File: config.mk
export PLATFORM = sky130hd
export DESIGN_NAME = local_predictor_table
export DESIGN_NICKNAME = d
export VERILOG_FILES = /design/src/rtl/local_predictor_table.sv
export SDC_FILE = /design/constraint.sdc
export NUM_CORES = 2
export LEC_CHECK = 0
export CAP_MARGIN = 10
export CORE_MARGIN = 3
export CORE_UTILIZATION = 40
export DETAILED_ROUTE_END_ITERATION = 10
export SKIP_LAST_GASP = 1
export SLEW_MARGIN = 25
export SYNTH_ARGS = -nofsm -noshare
export SYNTH_HDL_FRONTEND = slang
export SYNTH_SLANG_ARGS = --single-unit
File: constraint.sdc
create_clock -name clk -period 4.1 [get_ports clk]
set_clock_uncertainty 0.05 [all_clocks]
set_input_delay 0.41 -clock clk [delete_from_list [all_inputs] [get_ports clk]]
set_output_delay 0.41 -clock clk [all_outputs]
set_load 0.01 [all_outputs]
File: src/rtl/local_predictor_table.sv
// Pattern history table of 2-bit saturating counters, banked by the LocalSrc
// history from ghr and indexed by PC word bits; combinational lookup, clocked training.
module local_predictor_table #(
  parameter int INDEX_WIDTH = 8
) (
  input  logic        clk,
  input  logic        reset,
  input  logic        stallE,
  input  logic [1:0]  LocalSrc,
  input  logic [31:0] PCF,
  input  logic [31:0] PCE,
  input  logic        BranchOpEb0,
  input  logic        PCSrcResE,
  output logic        PredTakenF,
  output logic [1:0]  PredStateF
);

  localparam int AW      = INDEX_WIDTH + 2;
  localparam int ENTRIES = 1 << AW;

  logic [1:0]    counters [ENTRIES];
  logic [AW-1:0] rd_idx;
  logic [AW-1:0] wr_idx;
  logic [1:0]    cur_state;
  logic [1:0]    next_state;
  logic          train;

  assign rd_idx = {LocalSrc, PCF[INDEX_WIDTH+1:2]};
  assign wr_idx = {LocalSrc, PCE[INDEX_WIDTH+1:2]};
  assign train  = BranchOpEb0 && !stallE;

  // Byte offset and PC bits above the index only alias entries; they are never decoded.
  logic unused_pc_bits;
  assign unused_pc_bits = ^{PCF[31:INDEX_WIDTH+2], PCF[1:0],
                            PCE[31:INDEX_WIDTH+2], PCE[1:0]};

  // Saturating step; clamp at the ends so a strong counter never flips polarity.
  always_comb begin
    cur_state  = counters[wr_idx];
    next_state = cur_state;
    if (PCSrcResE) begin
      if (cur_state != 2'b11) next_state = cur_state + 2'b01;
    end else begin
      if (cur_state != 2'b00) next_state = cur_state - 2'b01;
    end
  end

  always_ff @(posedge clk) begin
    if (reset) begin
      for (int i = 0; i < ENTRIES; i++) counters[i] <= 2'b01;
    end else if (train) begin
      counters[wr_idx] <= next_state;
    end
  end

  // No write bypass: a same-cycle collision reads the pre-update counter.
  assign PredStateF = counters[rd_idx];
  assign PredTakenF = PredStateF[1];

endmodule

==> key figures <==
Pwr
  • PnR Total Power: 0.0525 W
  • Max VDD drop: about 0.37 mV
  • Internal: 0.0380 W
  • Cell Pwr Density: 376 nW/um^2
  • Sw power: ~0.014 W
  • Pleak: between 40 and 50 nW
  • Share of power burned in the clock network: 0.390
  • Seq pwr share: 0.450
  • Sw frac: 0.275
  • Comb power frac: 0.160

Final layout
  • Fillers: 25800
  • Max reg flops: ~2000
  • Reg with most FFs: counters
  • FF+latch area: 61500 sq um
  • Final core utilization: 0.473
  • Ratio of cells with drive above 1 in the final layout: 0.286
  • Area of the multi-input gates: between 50000 and 60000 sq um
  • Nets: between 9000 and 10000
  • Area growth, synth to finish: 17.1%
  • Largest regs: counters: 2048 flops

Worst setup path
  • Worst R2R Start: counters[1007][0]$_SDFFCE_PN1P_
  • Arrival time at the worst endpoint: ~3.9 ns
  • Crit-path leading delay family: multiplexers
  • Worst Reg-to-Reg Cells: 14
  • Worst path cell trace: mux4_2 -> mux4_2 -> a22oi_2 -> nand3_2 -> nand4b_1 -> o22a_1 -> buf_12 -> o31ai_4 -> buf_2
  • Worst setup SP type: register
  • Most used cell, CP: mux4_2
  • Worst EP required: 3.64 ns
  • Max FO, Critical Path: 2
  • WP buf/inv: 2
  • R2R setup slack: roughly 0.09 ns
  • CP Class: register to output pin
  • Setup crit end kind: output pin
  • Max stage delay on crit path: roughly 0.57 ns
  • Slowest CP cell: mux4_2
  • Reg2reg end: counters[292][1]$_SDFFCE_PN0P_

Clocking
  • Root buf cell: clkbuf_16
  • Max clock buf depth: 4
  • CTS Sinks: approximately 2000
  • Cts bufs inserted: roughly 230
  • CTS tree: done
  • Reg clk slew, reported paths: ~0.060 ns
  • Worst-Skew Late Latency: between 0.9 and 1 ns
  • CTS H-tree lvls: 4

Timing
  • Max Fclk: around 0.23 GHz
  • Fin crit share: 1.07
  • Worst-Margin Slew: about 1.2 ns
  • RSZ-0062 raised after global routing: true
  • Final WS setup: -0.292 ns
  • Slew margin rel.: 0.227
  • Final setup vio count: 33
  • Final min period: 4.39 ns
  • Final-report hold violation count: 0
  • Slew Viols, Final: 0

Drt
  • DRC: 0
  • Avg WL per Cell: between 30 and 40 um
  • Post-route ant nets: 0
  • WL final: about 520000 um
  • DR vias/cell: 7.10
  • Via count: 95400
  • DRT Pass-1 Iters: 10
  • 1st-iter DRT viols: 16600

GRT
  • Gr ovfl total: 0
  • Global-route usage over all layers: 0.335
  • Antenna violations before repair: 31
  • Vias in the first global route: 92400
  • First-pass GRT wire length: 721000 um
  • Largest net degree at the start of global routing: between 100 and 150

Die
  • Initial Util: 0.404
  • Die Y: roughly 550 um
  • Core Box Area: roughly 300000 sq um
  • Num rows: just under 200
  • IO Pins: 74
  • Die X: 552 um
  • Die footprint: between 300000 and 400000 sq um

Synthesis
  • Yosys top cell area share: 0.516
  • Yosys cell types: 58
  • Yosys Warn Count: 0
  • Synth area leaders: edfxtp_1, mux4_2, mux2i_1, a21o_1, nand3_1
  • Mapped Avg Cell Area: 12.9 sq um
  • Synth async-reset ratio: 0
  • Post-Syn Instances: between 9000 and 10000
  • Most common cell in the synthesized netlist: edfxtp_1
  • Post-synth EDFFs: just over 2000
  • Syn_nets: just over 9000
  • Prevailing post-synth register cell: edfxtp_1
  • Cell Area, Synth: roughly 120000 sq um
  • Post-synth top cells: edfxtp_1, nand3_1, mux2i_1, clkbuf_1, a21o_1
  • Largest area contributor in the netlist: edfxtp_1
  • Number of synthesized register bits: 2048
  • Fraction of the yosys area taken by sequential cells: 0.516

Status
  • Failing checks: negative setup slack
  • Status: finished, violations left

Hold path
  • Hold Crit Class: input port to register
  • HP Start: reset
  • Worst hold path depth: 2
  • Hold EP: counters[563][1]$_SDFFCE_PN0P_

Flow run
  • Maxcap violations: 0

Placement
  • Routability cong.: ~1.0
  • Port bufs: 25
  • Detailed placement HPWL: 342000 um
## layer usage
metal | vias up | track usage | wire length [um]
met4 | 12 | 0.212 | 39100
li1 | 36900 | - | -
met2 | 8410 | 0.483 | 222000
met3 | 1810 | 0.113 | 78800
met1 | 48300 | 0.432 | 183000
met5 | - | 0.000469 | 82
## cells by family after synthesis
kind of cell	share of synthesized area
mux	0.210
compound gates	0.0947
buf+inv	0.0516
flops	0.516
fa+ha+maj	0.000179
simple gates	0.128
## area by class of cell
| class | count | share of cell area |
|---|---|---|
| Sequential cell | 2048 | 0.441 |
| Multi-Input combinational cell | 5877 | 0.377 |
| Timing Repair Buffer | 1139 | 0.0943 |
| Clock buffer | 283 | 0.0435 |
| Tap cell | 3919 | 0.0352 |
| Clock inverter | 139 | 0.00818 |
| Antenna cell | 32 | 0.000574 |
| Inverter | 2 | 0.0000538 |
## cell usage in the layout, fill, tap and decap left out, types with 32 or more instances in the layout
cell type / n
clkinv_1: 50
nor2_1: 72
edfxtp_1: 2048
clkinv_2: 47
buf_4: 750
a21o_1: 853
nor4_1: 141
clkbuf_1: 48
o21bai_1: 129
mux4_2: 662
mux2i_1: 1000
nor3_1: 586
clkbuf_16: 235
nor2_4: 52
nand2_1: 121
nand3_1: 1030
nor3_2: 408
buf_12: 361
o22ai_1: 498
diode_2: 32
## how the worst max path moves through the flow
| stage | depth (start not counted) | from | endpoint |
|---|---|---|---|
| final | 9 | counters[395][1]$_SDFFCE_PN0P_ | PredTakenF |
| after global placement | 16 | PCE[3] | counters[817][1]$_SDFFCE_PN0P_ |
| after detailed placement | 18 | PCE[3] | counters[817][1]$_SDFFCE_PN0P_ |
| after floorplan | 12 | PCF[2] | PredStateF[1] |
| after global routing | 9 | counters[42][0]$_SDFFCE_PN1P_ | PredStateF[0] |
| after CTS | 9 | counters[43][1]$_SDFFCE_PN0P_ | PredTakenF |
## power groups by stage
| stage | Clock (W) | Sequential [W] | Combinational, W |
|---|---|---|---|
| floorplan | 0 | 0.0239 | 0.00464 |
| global placement | 0 | 0.0240 | 0.00804 |
| detailed placement | 0 | 0.0240 | 0.00812 |
| CTS | 0.0204 | 0.0236 | 0.00816 |
| global route | 0.0212 | 0.0236 | 0.00861 |
| finish | 0.0204 | 0.0236 | 0.00842 |
## per-stage QoR
stage          instance area [sq um]  std cells  TNS [ns]  setup WS (ns)  hold slack (ns)
2_1_floorplan                 119000       9265         0         0.0177            0.755
3_3_place_gp                  132000      13000  -1698.33         -0.962            0.940
3_5_place_dp                  132000      13000  -1480.13         -0.835            0.948
4_1_cts                       139000      13400    -0.674         -0.231           0.0142
5_1_grt                       139000      13400    -0.724         -0.257           0.0513
6_report                      139000      13400     -1.47         -0.292           0.0545
## repair_timing
item | 4_1_cts | 5_1_grt
setup buffers | 3 | 1
pin swaps | 1 | 4
cloned | 0 | 0
resized for setup | 26 | 24
endpoints found under the setup margin | 1727 | 1995
hold buffers | 0 | 0
Power figures use the tool's default switching activity.
